**config.mk**
```make
export PLATFORM = sky130hd
export DESIGN_NAME = sync_req_rx
export DESIGN_NICKNAME = d
export VERILOG_FILES = /design/src/rtl/sync_req_rx.sv
export SDC_FILE = /design/constraint.sdc
export NUM_CORES = 1
export LEC_CHECK = 0
export ABC_AREA = 1
export ABC_CLOCK_PERIOD_IN_PS = 2900
export CORE_MARGIN = 2
export CORE_UTILIZATION = 57
export CTS_BUF_LIST = sky130_fd_sc_hd__clkbuf_8
export DETAILED_ROUTE_END_ITERATION = 8
export PLACE_DENSITY_LB_ADDON = 0.15
export SKIP_CTS_REPAIR_TIMING = 1
export SLEW_MARGIN = 20
export SYNTH_ARGS = -nofsm -noshare
export SYNTH_HDL_FRONTEND = slang
export SYNTH_SLANG_ARGS = --single-unit
```
**constraint.sdc**
```tcl
create_clock -name rclk -period 2.9 [get_ports rclk]
set_input_delay 0.435 -clock rclk [delete_from_list [all_inputs] [get_ports rclk]]
set_output_delay 0.435 -clock rclk [all_outputs]
set_load 0.005 [all_outputs]
```
**src/rtl/sync_req_rx.sv**
```systemverilog
// Receive side of a four-phase request/ack crossing: filters the synchronized
// request, captures the sender payload, hands it to a valid/ready consumer and returns ack.
module sync_req_rx #(
  parameter int DW     = 8,
  parameter int TO_CYC = 1023
) (
  input  logic          rclk,
  input  logic          rst_l,
  input  logic          req_sync,
  input  logic [DW-1:0] data_async,
  input  logic          rdy,
  input  logic          err_clr,
  output logic          vld,
  output logic [DW-1:0] data_out,
  output logic          ack,
  output logic          err,
  output logic [15:0]   xfer_cnt
);

  // Counter only has to reach TO_CYC-1; keep at least one bit when disabled.
  localparam int            TW      = (TO_CYC < 2) ? 1 : $clog2(TO_CYC);
  localparam logic [TW-1:0] TO_LAST = TW'((TO_CYC == 0) ? 0 : TO_CYC - 1);
  localparam bit            TO_EN   = (TO_CYC != 0);

  typedef enum logic [1:0] {
    IDLE  = 2'd0,
    VALID = 2'd1,
    ACK   = 2'd2,
    DRAIN = 2'd3
  } state_t;

  state_t          state_reg, state_next;
  logic            req_q_reg;
  logic            vld_reg, vld_next;
  logic            ack_reg, ack_next;
  logic            err_reg, err_next;
  logic            err_set;
  logic [DW-1:0]   data_reg, data_next;
  logic [15:0]     xfer_cnt_reg, xfer_cnt_next;
  logic [TW-1:0]   to_cnt_reg, to_cnt_next;
  logic            req_seen;

  // Two consecutive high samples are required before a request is believed.
  assign req_seen = req_sync && req_q_reg;

  always_ff @(posedge rclk) begin
    if (!rst_l) begin
      state_reg    <= IDLE;
      req_q_reg    <= 1'b0;
      vld_reg      <= 1'b0;
      ack_reg      <= 1'b0;
      err_reg      <= 1'b0;
      data_reg     <= '0;
      xfer_cnt_reg <= '0;
      to_cnt_reg   <= '0;
    end else begin
      state_reg    <= state_next;
      req_q_reg    <= req_sync;
      vld_reg      <= vld_next;
      ack_reg      <= ack_next;
      err_reg      <= err_next;
      data_reg     <= data_next;
      xfer_cnt_reg <= xfer_cnt_next;
      to_cnt_reg   <= to_cnt_next;
    end
  end

  always_comb begin
    state_next    = state_reg;
    vld_next      = vld_reg;
    ack_next      = ack_reg;
    data_next     = data_reg;
    xfer_cnt_next = xfer_cnt_reg;
    to_cnt_next   = to_cnt_reg;
    err_set       = 1'b0;

    case (state_reg)
      IDLE: begin
        vld_next = 1'b0;
        ack_next = 1'b0;
        if (req_seen) begin
          data_next  = data_async;
          vld_next   = 1'b1;
          state_next = VALID;
        end
      end

      VALID: begin
        if (rdy) begin
          // The consumer already took the data, so the transfer counts even
          // if the sender let go of the request in the same cycle.
          vld_next      = 1'b0;
          ack_next      = 1'b1;
          xfer_cnt_next = xfer_cnt_reg + 16'd1;
          to_cnt_next   = '0;
          state_next    = ACK;
          if (!req_sync) begin
            err_set = 1'b1;
          end
        end else if (!req_sync) begin
          err_set    = 1'b1;
          vld_next   = 1'b0;
          state_next = IDLE;
        end
      end

      ACK: begin
        if (!req_sync) begin
          ack_next   = 1'b0;
          state_next = IDLE;
        end else if (TO_EN && (to_cnt_reg == TO_LAST)) begin
          err_set    = 1'b1;
          ack_next   = 1'b0;
          state_next = DRAIN;
        end else if (TO_EN) begin
          to_cnt_next = to_cnt_reg + 1'b1;
        end
      end

      DRAIN: begin
        // Stale request must be released before a new capture is allowed.
        vld_next = 1'b0;
        ack_next = 1'b0;
        if (!req_sync) begin
          state_next = IDLE;
        end
      end

      default: begin
        vld_next   = 1'b0;
        ack_next   = 1'b0;
        state_next = IDLE;
      end
    endcase

    if (err_set) begin
      err_next = 1'b1;
    end else if (err_clr) begin
      err_next = 1'b0;
    end else begin
      err_next = err_reg;
    end
  end

  assign vld      = vld_reg;
  assign ack      = ack_reg;
  assign err      = err_reg;
  assign data_out = data_reg;
  assign xfer_cnt = xfer_cnt_reg;

endmodule

```
==> reports/metrics.sh, run 1 <==
STATUS='complete, no violations'
WORST_SLEW_PIN_SLEW_NS=0.7275
CRITICAL_PATH_DEPTH=4
STARTING_DENSITY=0.6029
PERIOD_NEEDED_NS=1.891
GRT_FIRST_PASS_WIRELENGTH_MM=7.327
MAX-SLEW-MARGIN-REL=0.5145
LARGEST_REGISTER_FFS=16
FILLERINSTANCES=292
R2R.WORST_PATH.CELLS=8
DETAILED_ROUTING_ITERATION_COUNT_FOR_THE_PRE_ANTENNA_REPAIR_PASS=4
CPMAXSTAGEDELAYCELL='clkdlybuf4s50_1'
RR_STARTPOINT='state_reg[1]'
ROUTED-VIA-COUNT=1956
CRITICAL_PATH.MAX_STAGE_DELAY_NS=0.71
FINAL_CELL_MIX='nand2_1, nor2_1, dfxtp_1'
CRITPATHBUFINV=1
CRITICAL_PATH.STARTPOINT='req_sync'
CRITICAL_PATH.CELL_CHAIN='clkdlybuf4s50_1 > nand3_1 > o21ai_0 > a21oi_1'
POSTSYNTHNETCOUNT=317
ROUTED.TOP_LAYER='met4'
DR_DRC_COUNT=0
COMBINATIONALPOWERSHARE=0.241
LARGEST_NET_DEGREE_AT_THE_START_OF_GLOBAL_ROUTING=23
AVGVIACOUNTPERCELL=5.120
ANTENNA_FIX_CELLS=0
POSTLAYOUTCOREUTIL=0.7538
CLOCK_TREE.BUFFER_DEPTH=2
SETUP.WORST_PATH.START_CLASS='input pin'
FINAL_MAX_SLEW_VIOL_COUNT=0
WL_MET3_UM=215
FINALSETUPVIOLATIONS=0
CRITPATHCAPTURE='data_out[1]'
DP.CELLS=374
CLOCK_INSERTION_DELAY_WORST_SKEW_NS=0.30
FP.DIEAREA_UM2=4110
P_SW_FRAC=0.3084
REG2REG_SETUP_SLACK_NS=1.04
SYNTH_CELLS=294
DETAIL-ROUTE-ANTENNA-NETS=0
COMBINED_AREA_OF_ALL_SYNTHESIZED_CELLS_UM2=2059
FINCLKSKEW_NS=0.009701
LEFTOVER_OVERFLOW_AT_THE_END_OF_GLOBAL_ROUTING=0
NETS=358
PWR-SHARE-CLK=0.288
LEAKAGEPOWER_nW=0.9715
R2R_END='to_cnt_reg[0]'
REQUIRED_NS=3.06
CLOCK_BUFFERS_CREATED_BY_TRITONCTS=5
SEQ_POWER_SHARE=0.471
CLOCK_TREE.HTREE_LEVEL_COUNT=2
INITIAL_ANTENNA_VIOLATION_COUNT=0
FINALNONFILLERCELLS=382
FIRST_ITER_VIOLATIONS=129
CLKTRANSATPATHREGS_NS=0.07
HOLD_VIOL=0
TIMING.CRITICAL_PATH.ARRIVAL_NS=2.05
MAXCLOCKFREQUENCY_GHz=0.5289
TOTALWIRELENGTH_MM=4.276
GRT_SETUP_UNREPAIRED='false'
INTPOWER_mW=0.9171
FIRST_GLOBAL_VIAS=1723
FLOORPLAN.DIE.HEIGHT_UM=64.11
DIE_W_UM=64.11
ROUTABILITY_CONGESTION=0.8807
POST_ROUTE_CELLS_DRIVE_ABOVE_1_SHARE=0.05655
CRITICALPATHCATEGORY='in2reg'
POST_SYNTH_NUM_CELL_TYPES=29
PLACEMENTROWS=21
MOST_FREQUENT_STANDARD_CELL_IN_THE_LAYOUT_EXCLUDING_FILL_AND_TAP_CELLS='nand2_1'
FLOORPLAN.IO_PINS=40
TIMING.CRITICAL_PATH.FANOUT_MAX=16
IRDROPWORSTVDD_uV=387.2
CTS_TREE='yes'
TOTAL_ROUTING_USAGE_REPORTED_BY_GLOBAL_ROUTING=0.2245
CP-END-KIND='flop'
ROUTE.DETAILED.WL_PER_INST_UM=11.19
SYNTH_WARNINGS=0
TOTALNEGATIVESETUPSLACK_NS=0
MIN_PATH_TYPE='reg2reg'
PORT_BUFFERS=39
SYNTH_SEQ_AREA_SHARE=0.3888
FP.COREAREA_UM2=3416
POST-ROUTE-PERIOD-UTIL=0.6520
CTS.SINK_COUNT=40
POWER_DENSITY_nW_PER_UM2=514.9
CTS-ROOT-BUF='clkbuf_8'
MET2_LENGTH_MM=1.979
YS_SEQ_ELEMENTS=40
SYN_AREA_PER_CELL_UM2=7.005
CAP_VIOL_MAX_COUNT=0
NETSWITCHINGPOWER_mW=0.4088
MIN_FROM='data_out[2]'
SYN_TO_FINAL_GROWTH_PCT=25.03
POST-DP-HPWL_MM=3.035
WL_MET1_MM=2.024
CPLARGESTDELAYFAMILY='buffers and inverters'
==> worst min path at each step <==
stage	end	slack, ns	cells past startpoint
2_1_floorplan	data_out[0]	0.44	2
3_3_place_gp	data_out[2]	0.43	2
3_5_place_dp	data_out[2]	0.44	2
4_1_cts	data_out[2]	0.45	2
5_1_grt	data_out[6]	0.47	2
6_report	data_out[2]	0.45	2
==> synthesized netlist by cell type, drive strengths merged <==
library cell	number	share of area
inv	37	0.067
a211oi	2	0.0073
nand3	29	0.077
o21ai	17	0.043
a31oi	1	0.0030
dfxtp	40	0.39
nor3b	2	0.0073
o21bai	2	0.0073
buf	3	0.010
xnor2	1	0.0043
clkbuf	3	0.0055
or2	1	0.0030
nand4	6	0.018
clkinv	1	0.0024
a21oi	26	0.063
nand2	63	0.12
and3	1	0.0030
nor2	42	0.081
nor3	2	0.0049
xor2	5	0.021
ha	10	0.061
==> tightest hold or removal path, delay by kind of cell, from the launching register on <==
kind	cells	cell delay, ns
DFF	1	0.31
buffers and inverters	1	0.05
AOI/OAI and AO/OA	1	0.05
==> power by group through the flow <==
stage | Clock [mW] | Sequential (mW) | Combinational [mW]
after floorplan | 0 | 0.634 | 0.204
after global placement | 0 | 0.635 | 0.313
after detailed placement | 0 | 0.636 | 0.318
after CTS | 0.392 | 0.624 | 0.320
after global routing | 0.419 | 0.630 | 0.360
final | 0.382 | 0.624 | 0.319
==> layer usage <==
metal,up-vias,global-route usage
li1,1028,-
met5,-,0
met2,44,0.3789
met3,6,0.05810
met1,878,0.2794
met4,0,0.07181
==> cells by family after synthesis <==
kind of cell | after synthesis | share of synthesized area
AO/OA/AOI/OAI | 48 | 0.1239
XOR/XNOR | 6 | 0.02552
adder cells (fa/ha/maj) | 10 | 0.06075
buffers and inverters | 44 | 0.08566
flip-flops | 40 | 0.3888
AND/OR/NAND/NOR | 146 | 0.3153
==> cell type report <==
class	instances	area [µm²]	area share
multi-input cells	210	1082	0.4203
inverters	38	143.9	0.05588
well taps	46	57.56	0.02235
flip-flops and latches	40	800.8	0.3110
clock buffers	6	82.58	0.03207
clock inverters	2	10.01	0.003887
repair buffers	40	397.9	0.1545
==> through the flow <==
stage	instance area, µm²	setup WS, ns	hold WS (ns)	power, mW
floorplan	2059	1.292	0.4396	0.8377
global placement	2482	0.8180	0.4300	0.9474
detailed placement	2482	0.7676	0.4366	0.9537
CTS	2575	1.005	0.4479	1.336
global route	2575	0.8098	0.4708	1.409
finish	2575	1.009	0.4478	1.326
Power figures use the tool's default switching activity.
==> inputs of run 2 (changes only) <==
--- a/config.mk
+++ b/config.mk
@@ -6,9 +6,9 @@
 export NUM_CORES = 1
 export LEC_CHECK = 0
 export ABC_AREA = 1
-export ABC_CLOCK_PERIOD_IN_PS = 2900
+export ABC_CLOCK_PERIOD_IN_PS = 1710
 export CORE_MARGIN = 2
-export CORE_UTILIZATION = 57
+export CORE_UTILIZATION = 48
 export CTS_BUF_LIST = sky130_fd_sc_hd__clkbuf_8
 export DETAILED_ROUTE_END_ITERATION = 8
 export PLACE_DENSITY_LB_ADDON = 0.15
==> constraint.sdc (replaced) <==
create_clock -name rclk -period 1.71 [get_ports rclk]
set_input_delay 0.2565 -clock rclk [delete_from_list [all_inputs] [get_ports rclk]]
set_output_delay 0.2565 -clock rclk [all_outputs]
set_load 0.005 [all_outputs]
==> reports/metrics.sh, run 2 (same netlist as run 1, synthesis figures left out) <==
FP.DIEAREA_UM2=4830
RR_STARTPOINT='state_reg[1]'
R2R.WORST_PATH.CELLS=8
FIRST_GLOBAL_VIAS=1932
MIN_PATH_TYPE='reg2reg'
CLOCK_BUFFERS_CREATED_BY_TRITONCTS=5
PORT_BUFFERS=39
LEFTOVER_OVERFLOW_AT_THE_END_OF_GLOBAL_ROUTING=0
CTS_TREE='yes'
PLACEMENT.SETUP.WORST_SLACK_NS=0.06062
CTS.SINK_COUNT=40
FP.COREAREA_UM2=4058
FINCLKSKEW_NS=0.009269
CP-END-KIND='flop'
GRT_SETUP_UNREPAIRED='false'
POWER_DENSITY_nW_PER_UM2=882.2
GRT_FIRST_PASS_WIRELENGTH_MM=7.997
TOTAL_ROUTING_USAGE_REPORTED_BY_GLOBAL_ROUTING=0.2021
TOTALNEGATIVESETUPSLACK_NS=0
LARGEST_NET_DEGREE_AT_THE_START_OF_GLOBAL_ROUTING=18
REQUIRED_NS=1.90
SYN_TO_FINAL_GROWTH_PCT=30.86
ROUTE.DETAILED.WL_PER_INST_UM=11.49
CAP_VIOL_MAX_COUNT=0
TIMING.CRITICAL_PATH.ARRIVAL_NS=1.74
DP.CELLS=392
IRDROPWORSTVDD_uV=548.5
CLOCK_TREE.HTREE_LEVEL_COUNT=2
FLOORPLAN.DIE.HEIGHT_UM=69.50
MOST_FREQUENT_STANDARD_CELL_IN_THE_LAYOUT_EXCLUDING_FILL_AND_TAP_CELLS='nand2_1'
FINAL_MAX_SLEW_VIOL_COUNT=0
PLACEMENTROWS=23
HOLD-PATH-CELL-COUNT=2
DR_DRC_COUNT=0
CLOCK_INSERTION_DELAY_WORST_SKEW_NS=0.30
POST-ROUTE-PERIOD-UTIL=0.9095
ANTENNA_FIX_CELLS=0
FLOORPLAN.IO_PINS=40
AVGVIACOUNTPERCELL=5.010
MAX-SLEW-MARGIN-REL=0.7728
CRITICALPATHCATEGORY='reg2reg'
FIRST_ITER_VIOLATIONS=110
STARTING_DENSITY=0.5076
DIE_W_UM=69.50
DETAILED_ROUTING_ITERATION_COUNT_FOR_THE_PRE_ANTENNA_REPAIR_PASS=4
TIMING.CRITICAL_PATH.FANOUT_MAX=6
POST_ROUTE_CELLS_DRIVE_ABOVE_1_SHARE=0.1003
REGAREA_UM2=802.0
PERIOD_NEEDED_NS=1.555
TOTALWIRELENGTH_MM=4.583
MAXCLOCKFREQUENCY_GHz=0.6430
TIMING.FINAL.WS_SETUP_NS=0.1548
LEAKAGEPOWER_nW=1.037
NETS=372
FILLERINSTANCES=349
CTS-ROOT-BUF='clkbuf_8'
FINALNONFILLERCELLS=399
STATUS='complete, no violations'
FINAL_CELL_MIX='nand2_1, nor2_1, dfxtp_1, clkdlybuf4s50_1, inv_1'
WORST_SLEW_PIN_SLEW_NS=0.3404
CRITICAL_PATH.STARTPOINT='state_reg[1]'
SETUP.WORST_PATH.START_CLASS='flop'
POST-DP-HPWL_MM=3.394
INITIAL_ANTENNA_VIOLATION_COUNT=0
ROUTED-VIA-COUNT=1999
FINALSETUPVIOLATIONS=0
AREA_OF_COMBINATIONAL_CELLS_WITH_MULTIPLE_INPUTS_UM2=1087
DETAIL-ROUTE-ANTENNA-NETS=0
CLKTRANSATPATHREGS_NS=0.08
MIN_FROM='data_out[0]'
LARGEST_REGISTER_FFS=16
CLOCK_TREE.BUFFER_DEPTH=2
HOLD_VIOL=0
ROUTABILITY_CONGESTION=0.8673
==> run 2: changes by cell type in the layout (fill, tap and decap cells not counted), sizes merged <==
cell | before | now
clkbuf | 6 | 7
buf | 1 | 15
clkinv | 3 | 1
==> run 2: routing by layer <==
| layer | share of wire | track usage | up-vias |
|---|---|---|---|
| met4 | 0.0044 | 0.06972 | 0 |
| li1 | - | - | 1059 |
| met1 | 0.45 | 0.2347 | 894 |
| met3 | 0.053 | 0.05959 | 2 |
| met5 | 0 | 0 | - |
| met2 | 0.49 | 0.3526 | 44 |
==> run 2: through the flow <==
stage | util | cell area, µm² | hold WS, ns | total power, mW
floorplan | - | 2059 | 0.3949 | 1.421
global placement | 0.6389 | 2592 | 0.4301 | 1.699
detailed placement | 0.6389 | 2592 | 0.4382 | 1.711
CTS | 0.6627 | 2689 | 0.4500 | 2.397
global route | 0.6642 | 2695 | 0.4754 | 2.526
finish | 0.6642 | 2695 | 0.4459 | 2.378
==> run 2: final timing paths <==
path,end,slack (ns)
max reg2reg,xfer_cnt[8],0.15
min,data_out[0],0.45
max,xfer_cnt[8],0.15
min reg2reg,data_out[0],0.45
==> run 2: critical path, stage by stage (launching register included) <==
cell	delay, ns
dfxtp_2	0.38
inv_1	0.07
ha_1	0.24
nand2_4	0.14
nor2_4	0.05
and3_1	0.19
or2_2	0.27
nand2_1	0.06
nor2_1	0.04
==> run 2: power breakdown <==
part           leakage, nW  switching [mW]  internal [mW]
Combinational        0.663           0.339          0.310
Clock               0.0503           0.323          0.359
Sequential           0.324          0.0456           1.00
Total                 1.04           0.707           1.67
==> run 2: final cells by class <==
| cell class | instances | area share |
|---|---|---|
| Sequential cell | 40 | 0.2976 |
| Timing Repair Buffer | 54 | 0.1866 |
| Inverter | 38 | 0.05339 |
| Multi-Input combinational cell | 210 | 0.4034 |
| Tap cell | 50 | 0.02321 |
| Clock buffer | 7 | 0.03575 |
==> inputs of run 3 (changes only) <==
--- a/config.mk
+++ b/config.mk
@@ -11,6 +11,7 @@
 export CORE_UTILIZATION = 48
 export CTS_BUF_LIST = sky130_fd_sc_hd__clkbuf_8
 export DETAILED_ROUTE_END_ITERATION = 8
+export GPL_TIMING_DRIVEN = 0
 export PLACE_DENSITY_LB_ADDON = 0.15
 export SKIP_CTS_REPAIR_TIMING = 1
 export SLEW_MARGIN = 20
==> reports/metrics.sh, run 3 (same netlist as run 1, synthesis figures left out) <==
RR_STARTPOINT='state_reg[0]'
HOLD_VIOL=0
TIMING.CRITICAL_PATH.FANOUT_MAX=10
R2R_END='to_cnt_reg[2]'
DETAILED_ROUTING_ITERATION_COUNT_FOR_THE_PRE_ANTENNA_REPAIR_PASS=4
FLOORPLAN.DIE.HEIGHT_UM=69.50
REQUIRED_NS=1.93
CRITICALPATHCATEGORY='reg2reg'
CLOCK_TREE.HTREE_LEVEL_COUNT=2
FINCLKSKEW_NS=0.008109
CTS_TREE='yes'
DP.CELLS=383
INITIAL_ANTENNA_VIOLATION_COUNT=0
WORST_SLEW_PIN_SLEW_NS=0.5096
CP-END-KIND='flop'
FILLERINSTANCES=388
CLOCK_BUFFERS_CREATED_BY_TRITONCTS=5
CRITICAL_PATH.STARTPOINT='state_reg[0]'
CLKTRANSATPATHREGS_NS=0.08
DR_DRC_COUNT=0
NETS=363
DETAIL-ROUTE-ANTENNA-NETS=0
CLOCK_TREE.BUFFER_DEPTH=2
POST-ROUTE-PERIOD-UTIL=0.9211
LARGEST_NET_DEGREE_AT_THE_START_OF_GLOBAL_ROUTING=12
CAP_VIOL_MAX_COUNT=0
FP.DIEAREA_UM2=4830
FIRST_GLOBAL_VIAS=1804
CRITPATHCAPTURE='to_cnt_reg[2]'
REGAREA_UM2=804.5
ANTENNA_FIX_CELLS=0
TIMING.CRITICAL_PATH.ARRIVAL_NS=1.80
FINAL_CELL_MIX='nand2_1, nor2_1, clkdlybuf4s50_1'
SYN_TO_FINAL_GROWTH_PCT=28.61
FINALSETUPVIOLATIONS=0
ROUTABILITY_CONGESTION=0.8688
POWER_DENSITY_nW_PER_UM2=884.6
SETUP.WORST_PATH.START_CLASS='flop'
R2R.WORST_PATH.CELLS=9
POWER_mW=2.343
CLOCK_INSERTION_DELAY_WORST_SKEW_NS=0.29
GRT_SETUP_UNREPAIRED='false'
FINALNONFILLERCELLS=390
IRDROPWORSTVDD_uV=635.8
CTS-ROOT-BUF='clkbuf_8'
MIN_PATH_TYPE='reg2reg'
POST_ROUTE_CELLS_DRIVE_ABOVE_1_SHARE=0.08235
DIE_W_UM=69.50
CTS.SINK_COUNT=40
STARTING_DENSITY=0.5076
MAX-SLEW-MARGIN-REL=0.6603
PERIOD_NEEDED_NS=1.575
LEAKAGEPOWER_nW=0.9890
AVGVIACOUNTPERCELL=5.056
PORT_BUFFERS=39
TOTALWIRELENGTH_MM=4.430
GRT_FIRST_PASS_WIRELENGTH_MM=7.645
ROUTED-VIA-COUNT=1972
FINAL_MAX_SLEW_VIOL_COUNT=0
TOTAL_ROUTING_USAGE_REPORTED_BY_GLOBAL_ROUTING=0.1935
FLOORPLAN.IO_PINS=40
POST-DP-HPWL_MM=3.233
STATUS='complete, no violations'
MAXCLOCKFREQUENCY_GHz=0.6349
FIRST_ITER_VIOLATIONS=99
PLACEMENTROWS=23
FP.COREAREA_UM2=4058
MOST_FREQUENT_STANDARD_CELL_IN_THE_LAYOUT_EXCLUDING_FILL_AND_TAP_CELLS='nand2_1'
AREA_OF_COMBINATIONAL_CELLS_WITH_MULTIPLE_INPUTS_UM2=1115
LARGEST_REGISTER_FFS=16
ROUTE.DETAILED.WL_PER_INST_UM=11.36
LEFTOVER_OVERFLOW_AT_THE_END_OF_GLOBAL_ROUTING=0
REG2REG_SETUP_SLACK_NS=0.13
==> run 3: cell types whose count changed in the layout (fill, tap and decap cells not counted), sizes merged <==
cell    delta
inv        +1
clkbuf     +3
buf       -12
clkinv     -1
==> run 3: report_power, final <==
part	internal, mW	total, mW	switching [mW]
Combinational	0.270	0.599	0.329
Clock	0.359	0.677	0.317
Sequential	1.00	1.07	0.0643
==> run 3: layout make-up <==
class,count,share of cell area
Clock buffer,7,0.03637
Tap cell,50,0.02362
Sequential cell,40,0.3037
Buffer,6,0.01228
Inverter,38,0.05574
Multi-Input combinational cell,210,0.4209
Timing Repair Buffer,39,0.1474
==> run 3: routing by layer <==
layer,GRT usage,up-vias,routed length [µm]
met3,0.05523,8,197
met4,0.08279,0,76
li1,-,1038,-
met5,0,-,0
met1,0.2301,893,2116
met2,0.3248,33,2039
==> run 3: how the worst min path moves through the flow <==
stage                     cells past startpoint   startpoint          end
after detailed placement                      2  data_out[1]  data_out[1]
after global placement                        2  data_out[1]  data_out[1]
final                                         2  data_out[3]  data_out[3]
after CTS                                     2  data_out[7]  data_out[7]
after global routing                          2  data_out[7]  data_out[7]
after floorplan                               2        rst_l  data_out[0]
==> run 3: worst max-delay path, cell delays in order (launching register included) <==
cell and delay (ns):
dfxtp_2 0.37, inv_2 0.12, ha_4 0.18, inv_4 0.07, o21ai_2 0.16, nand3_4 0.15
nand2_2 0.11, buf_6 0.14, nand3_1 0.08, a21oi_1 0.12
==> run 3: through the flow <==
step	TNS [ns]	util	worst slack [ns]	hold slack (ns)	instance area [µm²]
4_1_cts	-1.726	0.6429	-0.1748	0.4509	2609
2_1_floorplan	0	-	0.1017	0.3949	2059
3_3_place_gp	-1.216	0.6192	-0.1276	0.4319	2512
6_report	0	0.6528	0.1350	0.4496	2649
5_1_grt	0	0.6528	0.007506	0.4729	2649
3_5_place_dp	-1.719	0.6192	-0.1661	0.4384	2512
